**src/rtl/regfile_scoreboard_pkg.sv**
```systemverilog
// Shared constants and types for the integer register file with a long-latency scoreboard.
// Defaults here size the register file; write-port roles are fixed by index.
package rv_rf_pkg;

  localparam int unsigned XLEN   = 32;
  localparam int unsigned NREGS  = 32;
  localparam int unsigned NREAD  = 2;
  localparam int unsigned NWRITE = 2;
  localparam int unsigned AW     = $clog2(NREGS);

  typedef logic [AW-1:0] reg_idx_t;

  // ALU writeback always uses the lowest port, MUL/DIV writeback the highest.
  localparam int unsigned WB_ALU = 0;
  localparam int unsigned WB_MDU = NWRITE - 1;

endpackage

```
**src/rtl/regfile_scoreboard_if.sv**
```systemverilog
// Decode/writeback-facing bus of the register file: read ports, write ports,
// reservation request and scoreboard status.
interface regfile_scoreboard_if #(
  parameter int unsigned XLEN   = rv_rf_pkg::XLEN,
  parameter int unsigned NREGS  = rv_rf_pkg::NREGS,
  parameter int unsigned NREAD  = rv_rf_pkg::NREAD,
  parameter int unsigned NWRITE = rv_rf_pkg::NWRITE
);
  localparam int unsigned AW = $clog2(NREGS);

  logic [NREAD*AW-1:0]    rd_addr;
  logic [NREAD*XLEN-1:0]  rd_data;
  logic [NREAD-1:0]       rd_busy;
  logic [NWRITE-1:0]      wr_en;
  logic [NWRITE*AW-1:0]   wr_addr;
  logic [NWRITE*XLEN-1:0] wr_data;
  logic                   rsv_en;
  logic [AW-1:0]          rsv_addr;
  logic                   rsv_ready;
  logic [AW:0]            busy_cnt;
  logic                   hazard_err;

  modport master (
    output rd_addr, wr_en, wr_addr, wr_data, rsv_en, rsv_addr,
    input  rd_data, rd_busy, rsv_ready, busy_cnt, hazard_err
  );

  modport slave (
    input  rd_addr, wr_en, wr_addr, wr_data, rsv_en, rsv_addr,
    output rd_data, rd_busy, rsv_ready, busy_cnt, hazard_err
  );

endinterface

```
**src/rtl/regfile_scoreboard_pending_tracker.sv**
```systemverilog
// Pending-result scoreboard: per-register pending bits, outstanding count and sticky hazard flag.
// With RF_BYPASS_EN defined, a same-cycle MUL/DIV clear makes a register reservable.
module rf_pending_tracker #(
  parameter int unsigned NREGS  = rv_rf_pkg::NREGS,
  parameter int unsigned NWRITE = rv_rf_pkg::NWRITE
) (
  input  logic                       clk,
  input  logic                       rst,
  input  logic                       rsv_en,
  input  logic [$clog2(NREGS)-1:0]   rsv_addr,
  input  logic [NWRITE-1:0]          wr_en,
  input  logic [NWRITE*$clog2(NREGS)-1:0] wr_addr,
  output logic [NREGS-1:0]           pending,
  output logic                       rsv_ready,
  output logic [$clog2(NREGS):0]     busy_cnt,
  output logic                       hazard_err
);
  import rv_rf_pkg::*;

  localparam int unsigned AW  = $clog2(NREGS);
  localparam int unsigned MDU = NWRITE - 1;

  logic [AW-1:0]    mdu_addr;
  logic [NREGS-1:0] clr_vec;
  logic [NREGS-1:0] set_vec;
  logic             clr_any;
  logic             rsv_free;
  logic             rsv_take;
  logic             side_hit;
  logic             haz_now;
  logic [NREGS-1:0] pending_nxt;
  logic [AW:0]      cnt_nxt;

  always_comb begin
    mdu_addr = wr_addr[MDU*AW +: AW];
    clr_vec  = '0;
    if (wr_en[MDU] && (mdu_addr != '0) && pending[mdu_addr])
      clr_vec[mdu_addr] = 1'b1;
    clr_any = |clr_vec;

`ifdef RF_BYPASS_EN
    rsv_free = !pending[rsv_addr] || (rsv_addr == '0) || clr_vec[rsv_addr];
`else
    rsv_free = !pending[rsv_addr] || (rsv_addr == '0);
`endif
    rsv_take = rsv_en && (rsv_addr != '0) && rsv_free;

    set_vec = '0;
    if (rsv_take)
      set_vec[rsv_addr] = 1'b1;

    // Only the non-MDU ports can overwrite a result still owed by MUL/DIV.
    side_hit = 1'b0;
    for (int unsigned p = WB_ALU; p + 1 < NWRITE; p++) begin
      if (wr_en[p] && (wr_addr[p*AW +: AW] != '0) && pending[wr_addr[p*AW +: AW]])
        side_hit = 1'b1;
    end
    haz_now = (rsv_en && !rsv_free) || side_hit;

    // Set after clear so a reservation landing on a just-retired register survives.
    pending_nxt = (pending & ~clr_vec) | set_vec;
    cnt_nxt     = busy_cnt + {{AW{1'b0}}, rsv_take} - {{AW{1'b0}}, clr_any};
  end

  assign rsv_ready = rsv_free;

  always_ff @(posedge clk or posedge rst) begin
    if (rst) begin
      pending    <= '0;
      busy_cnt   <= '0;
      hazard_err <= 1'b0;
    end else begin
      pending    <= pending_nxt;
      busy_cnt   <= cnt_nxt;
      hazard_err <= hazard_err | haz_now;
    end
  end

endmodule

```
**src/rtl/regfile_scoreboard.sv**
```systemverilog
// Integer register file: NREAD combinational reads, NWRITE prioritised writes, x0 hard-wired,
// plus a pending scoreboard for MUL/DIV results. RF_BYPASS_EN enables same-cycle forwarding.
module regfile_scoreboard #(
  parameter int unsigned XLEN   = rv_rf_pkg::XLEN,
  parameter int unsigned NREGS  = rv_rf_pkg::NREGS,
  parameter int unsigned NREAD  = rv_rf_pkg::NREAD,
  parameter int unsigned NWRITE = rv_rf_pkg::NWRITE
) (
  input logic                 clk,
  input logic                 rst,
  regfile_scoreboard_if.slave bus
);
  import rv_rf_pkg::*;

  localparam int unsigned AW = $clog2(NREGS);
`ifdef RF_BYPASS_EN
  localparam int unsigned MDU = NWRITE - 1;
`endif

  logic [XLEN-1:0]       regs [NREGS];
  logic [NREGS-1:0]      pending;
  logic [NREAD*XLEN-1:0] rd_data_c;
  logic [NREAD-1:0]      rd_busy_c;
  logic                  rsv_ready_c;
  logic [AW:0]           busy_cnt_c;
  logic                  hazard_c;

  rf_pending_tracker #(
    .NREGS  (NREGS),
    .NWRITE (NWRITE)
  ) u_pending (
    .clk        (clk),
    .rst        (rst),
    .rsv_en     (bus.rsv_en),
    .rsv_addr   (bus.rsv_addr),
    .wr_en      (bus.wr_en),
    .wr_addr    (bus.wr_addr),
    .pending    (pending),
    .rsv_ready  (rsv_ready_c),
    .busy_cnt   (busy_cnt_c),
    .hazard_err (hazard_c)
  );

  // Ascending port order: the highest-indexed port writing an index wins.
  always_ff @(posedge clk or posedge rst) begin
    if (rst) begin
      for (int unsigned r = 0; r < NREGS; r++)
        regs[r] <= '0;
    end else begin
      for (int unsigned p = WB_ALU; p < NWRITE; p++) begin
        if (bus.wr_en[p] && (bus.wr_addr[p*AW +: AW] != '0))
          regs[bus.wr_addr[p*AW +: AW]] <= bus.wr_data[p*XLEN +: XLEN];
      end
    end
  end

  always_comb begin
    rd_data_c = '0;
    rd_busy_c = '0;
    for (int unsigned i = 0; i < NREAD; i++) begin
      logic [AW-1:0]   a;
      logic [XLEN-1:0] d;
      logic            b;
      a = bus.rd_addr[i*AW +: AW];
      d = regs[a];
      b = pending[a];
`ifdef RF_BYPASS_EN
      for (int unsigned p = WB_ALU; p < NWRITE; p++) begin
        if (bus.wr_en[p] && (bus.wr_addr[p*AW +: AW] == a))
          d = bus.wr_data[p*XLEN +: XLEN];
      end
      if (bus.wr_en[MDU] && (bus.wr_addr[MDU*AW +: AW] == a))
        b = 1'b0;
`endif
      if (a == '0) begin
        d = '0;
        b = 1'b0;
      end
      rd_data_c[i*XLEN +: XLEN] = d;
      rd_busy_c[i]              = b;
    end
  end

  assign bus.rd_data    = rd_data_c;
  assign bus.rd_busy    = rd_busy_c;
  assign bus.rsv_ready  = rsv_ready_c;
  assign bus.busy_cnt   = busy_cnt_c;
  assign bus.hazard_err = hazard_c;

endmodule

```
**src/flat_wrapper.sv**
```systemverilog
// flat-port wrapper written by rule: the top's interface ports become plain ports
module regfile_scoreboard_flat import rv_rf_pkg::*;
#(
  parameter int unsigned XLEN   = rv_rf_pkg::XLEN,
  parameter int unsigned NREGS  = rv_rf_pkg::NREGS,
  parameter int unsigned NREAD  = rv_rf_pkg::NREAD,
  parameter int unsigned NWRITE = rv_rf_pkg::NWRITE
)
  (clk, rst, bus_rd_addr, bus_wr_en, bus_wr_addr, bus_wr_data, bus_rsv_en, bus_rsv_addr, bus_rd_data, bus_rd_busy, bus_rsv_ready, bus_busy_cnt, bus_hazard_err);
  regfile_scoreboard_if #(.XLEN(XLEN), .NREGS(NREGS), .NREAD(NREAD), .NWRITE(NWRITE)) bus_i ();
  input logic clk;
  input logic rst;
  input wire logic [$bits(bus_i.rd_addr)-1:0] bus_rd_addr;
  input wire logic [$bits(bus_i.wr_en)-1:0] bus_wr_en;
  input wire logic [$bits(bus_i.wr_addr)-1:0] bus_wr_addr;
  input wire logic [$bits(bus_i.wr_data)-1:0] bus_wr_data;
  input wire logic [$bits(bus_i.rsv_en)-1:0] bus_rsv_en;
  input wire logic [$bits(bus_i.rsv_addr)-1:0] bus_rsv_addr;
  output wire logic [$bits(bus_i.rd_data)-1:0] bus_rd_data;
  output wire logic [$bits(bus_i.rd_busy)-1:0] bus_rd_busy;
  output wire logic [$bits(bus_i.rsv_ready)-1:0] bus_rsv_ready;
  output wire logic [$bits(bus_i.busy_cnt)-1:0] bus_busy_cnt;
  output wire logic [$bits(bus_i.hazard_err)-1:0] bus_hazard_err;
  assign bus_i.rd_addr = bus_rd_addr;
  assign bus_i.wr_en = bus_wr_en;
  assign bus_i.wr_addr = bus_wr_addr;
  assign bus_i.wr_data = bus_wr_data;
  assign bus_i.rsv_en = bus_rsv_en;
  assign bus_i.rsv_addr = bus_rsv_addr;
  assign bus_rd_data = bus_i.rd_data;
  assign bus_rd_busy = bus_i.rd_busy;
  assign bus_rsv_ready = bus_i.rsv_ready;
  assign bus_busy_cnt = bus_i.busy_cnt;
  assign bus_hazard_err = bus_i.hazard_err;
  regfile_scoreboard #(.XLEN(XLEN), .NREGS(NREGS), .NREAD(NREAD), .NWRITE(NWRITE)) u_core (.clk(clk), .rst(rst), .bus(bus_i));
endmodule
```
**config.mk**
```make
export PLATFORM = sky130hd
export DESIGN_NAME = regfile_scoreboard_flat
export DESIGN_NICKNAME = d
export VERILOG_FILES = /design/src/rtl/regfile_scoreboard_pkg.sv /design/src/rtl/regfile_scoreboard_if.sv /design/src/rtl/regfile_scoreboard_pending_tracker.sv /design/src/rtl/regfile_scoreboard.sv /design/src/flat_wrapper.sv
export SDC_FILE = /design/constraint.sdc
export NUM_CORES = 2
export LEC_CHECK = 0
export CORE_ASPECT_RATIO = 1.5
export CORE_UTILIZATION = 34
export CTS_CLUSTER_SIZE = 30
export DETAILED_ROUTE_END_ITERATION = 6
export GPL_TIMING_DRIVEN = 1
export HOLD_SLACK_MARGIN = 0.08
export PLACE_DENSITY = 0.48
export SLEW_MARGIN = 20
export SYNTH_ARGS = -nofsm -noshare
export SYNTH_HDL_FRONTEND = slang
export SYNTH_SLANG_ARGS = --single-unit
export TNS_END_PERCENT = 100
```
**constraint.sdc**
```tcl
create_clock -name clk -period 54 [get_ports clk]
set_clock_uncertainty 0.05 [all_clocks]
set_input_delay 10.8 -clock clk [delete_from_list [all_inputs] [get_ports clk]]
set_output_delay 10.8 -clock clk [all_outputs]
set_load 0.1 [all_outputs]
```
==> summary.txt <==
Logic synthesis
  – Mux cell area share after synthesis: 0.3795
  – Synth Area in Compound Gates: 0.08940
  – Largest family of logic cells by synthesized area: multiplexers
  – Async SR Flop Fraction: 1.000
  – YS warnings: 0
  – EDFF count, synth: 0
  – Sequential area share after synthesis: 0.4005
  – Synthesized Nets: 6,069
  – Main flop type after synthesis: dfrtp_1
  – FF+latch count, synth: 1,063
  – Synth Instances: 5,968
  – Mapped cell area: 0.06642 mm2
  – Synth Area in XOR/XNOR: 0.0006593
  – Simple-gate share of the synthesized area: 0.07420
  – Adder and majority gate portion of the synthesized area: 0.001432
  – Post-synthesis cell type count: 59
  – Mean Syn Cell Area: 11.13 um2

Power and ir drop
  – Maximum VDD drop: 31.15 uV
  – NetSw: 993.0 uW
  – Clock power frac: 0.298
  – PD cells: 39.38 mW/mm2
  – Int Power: 1.918 mW
  – Switching fraction of total power: 0.3411
  – Reg power frac: 0.405
  – P_leak: 30.45 nW
  – Power Total: 2.911 mW
  – Comb power frac: 0.296

STA
  – Setup-failing EPs final: 0
  – Final hold viol count: 0
  – F_max: 0.03737 GHz
  – Worst Tran Pin Value: 1.206 ns
  – RSZ-0062 raised after global routing: false
  – Max-slew headroom: 0.1942
  – Final min period: 26.76 ns
  – Final Max Slew Viols: 0
  – Period utilization: 0.4955
  – Final setup TNS: 0 ns

CTS
  – Worst-path clk slew: 0.06 ns
  – Num CTS Buffers: 114
  – H-tree depth: 3
  – Worst skew pair latency: 0.75 ns
  – Max clock buf depth: 3
  – CTS root buffer: clkbuf_16
  – Cts repair resizes: 0
  – Post-CTS Setup Inserts: 0
  – CTS tree: yes
  – CTS Hold Bufs: 0
  – CTS sink count: 1,063

Worst hold path
  – Min-delay src: u_core.regs[996]
  – Worst Hold End: u_core.regs[996]
  – Worst hold-check path type: register to register
  – Hold path cells: 0

Drt
  – # DRC: 0
  – Vias: 49,240
  – Average wire per standard cell: 31.44 um
  – Routed WL: 263.7 mm
  – DR iter-0 viols: 5,228
  – DR pass1 iterations: 6
  – Vias per cell: 5.869
  – ANT nets after route: 0

Floorplanning
  – Starting Density: 0.3424
  – Core box area: 0.1940 mm2
  – Num ports: 168
  – Std cell rows: 198
  – Die X: 362.9 um
  – Die Y: 543.3 um
  – DIE AREA: 0.1972 mm2

Layout
  – Total area of sequential cells: 0.02660 mm2
  – Multi-input gate area: 0.03666 mm2
  – Filler Cells Inserted: 18,580
  – Post-layout util: 0.3812
  – Post-Layout Cell Count: 8,389
  – # nets final: 5,792
  – P&R area growth vs syn: 11.32%
  – Area of all placed cells without fillers: 0.07394 mm2
  – Layout cells sized above 1: 0.1947

Critical path
  – CP max stage delay: 1.03 ns
  – Crit Path Max Fanout: 46
  – Data required, critical path: 43.15 ns
  – Worst r2r dst: u_core.u_pending.busy_cnt[4]
  – Slowest cell on the critical path: clkdlybuf4s50_1
  – Data arrival time of the worst path: 15.91 ns
  – Cell Chain, Critical Path: buf_8, buf_4, buf_4, buf_4, mux4_2, mux4_2, nand2_1, o21ai_1, clkdlybuf4s50_1
  – Critical Path Sink Type: primary output
  – Most frequent CP cell: buf_4
  – Register-to-register setup slack: 50.20 ns
  – Critical Path Source Type: input pin
  – Reg2reg path depth: 14
  – FF-to-FF Start: u_core.u_pending.pending[5]
  – WS Path Type: input pin to primary output

Global routing
  – First-pass GRT wire length: 378.1 mm
  – Pin count of the biggest net entering global routing: 178
  – GRT Util Overall: 0.2667
  – Initial antenna violation count: 17
  – Grt total ovfl: 0
  – Number of global-route vias before repair: 49,310

Placement
  – Dpl cells: 8,172
  – Port Buffers: 167
  – Placed inst area: 0.06985 mm2
  – RePlAce Congestion: 0.8199
  – Post-DP HPWL: 151.4 mm

Run
  – Max-cap violation count: 0

Status
  – Outcome: completed
==> state kept, by name, summed over array words and instances (netlist names) <==
signal                       flops
u_core.regs                   1024
u_core.u_pending.busy_cnt        6
u_core.u_pending.hazard_err      1
u_core.u_pending.pending        32
==> cell usage in the layout, fill, tap and decap left out, types with 5 or more instances in the layout <==
cell type        count
dfrtp_1           1063
mux2i_1           1005
mux4_2             668
nand2_1            593
o21ai_1            551
nor2_1             524
a21oi_1            519
buf_4              156
clkdlybuf4s50_1    142
clkbuf_16          114
inv_1               84
nor2_4              31
nand2_4             27
clkbuf_8            22
clkbuf_1            22
o21ai_0             20
clkinv_2            18
a32oi_1             16
bufinv_16           15
buf_2               15
nor2b_1             14
buf_12              13
o22ai_1             12
nand2b_1            10
nand3_1              8
clkinvlp_4           7
inv_6                7
mux2_1               6
and2_1               6
a31oi_1              6
ha_1                 6
xnor2_1              5
buf_6                5
==> routing by layer <==
metal | part of all wire | global-route usage
met1 | 0.41 | 0.3496
met2 | 0.47 | 0.4309
met4 | 0.045 | 0.1084
met5 | 0.00048 | 0
met3 | 0.075 | 0.05257
==> stage by stage <==
step / hold slack (ns) / worst slack, ns
2_1_floorplan: 0.3913 / 13.23
6_report: 0.3434 / 27.24
4_1_cts: 0.3471 / 27.06
5_1_grt: 0.3589 / 26.80
3_3_place_gp: 0.3266 / 27.09
3_5_place_dp: 0.3333 / 27.07
==> critical path, delay by kind of cell <==
family,cells,cell delay (ns)
simple gates,1,0.10
buf+inv,5,3.62
mux,2,1.05
compound gates,1,0.16
==> synth_stat cells, types with 16 or more instances <==
cell type / instances / area share
a21oi_1: 519 / 0.039
a32oi_1: 16 / 0.0021
buf_1: 47 / 0.0027
buf_2: 139 / 0.010
buf_4: 71 / 0.0080
clkbuf_1: 457 / 0.026
dfrtp_1: 1063 / 0.40
inv_1: 85 / 0.0048
mux2i_1: 1005 / 0.15
mux4_2: 668 / 0.23
nand2_1: 620 / 0.035
nor2_1: 541 / 0.031
o21ai_0: 20 / 0.0015
o21ai_1: 551 / 0.042
==> final cells by class <==
type | instances | area share
multi-input cells | 4091 | 0.4959
well taps | 2600 | 0.04400
clock inverters | 54 | 0.01051
flip-flops and latches | 1063 | 0.3598
repair buffers | 336 | 0.04155
clock buffers | 158 | 0.04380
diodes | 2 | 0.00006769
inverters | 85 | 0.004417
==> cells by family after synthesis <==
group | Yosys count
compound gates | 1150
xor+xnor | 5
fa+ha+maj | 7
buf+inv | 814
flops | 1063
mux | 1682
simple gates | 1247
==> power by group through the flow <==
stage	clock, mW	combinational (mW)	sequential, mW
CTS	0.882	0.867	1.17
floorplan	0	0.675	1.14
finish	0.868	0.863	1.18
global placement	0	0.850	1.18
detailed placement	0	0.867	1.19
global route	0.909	0.929	1.20
==> how the worst max path moves through the flow <==
stage,start,endpoint,slack [ns]
2_1_floorplan,rst,u_core.regs[0],13.23
3_3_place_gp,bus_rd_addr[0],bus_rd_data[20],27.09
3_5_place_dp,bus_rd_addr[0],bus_rd_data[20],27.07
4_1_cts,bus_rd_addr[0],bus_rd_data[20],27.06
5_1_grt,bus_rd_addr[0],bus_rd_data[20],26.80
6_report,bus_rd_addr[0],bus_rd_data[20],27.24
Power figures use the tool's default switching activity.
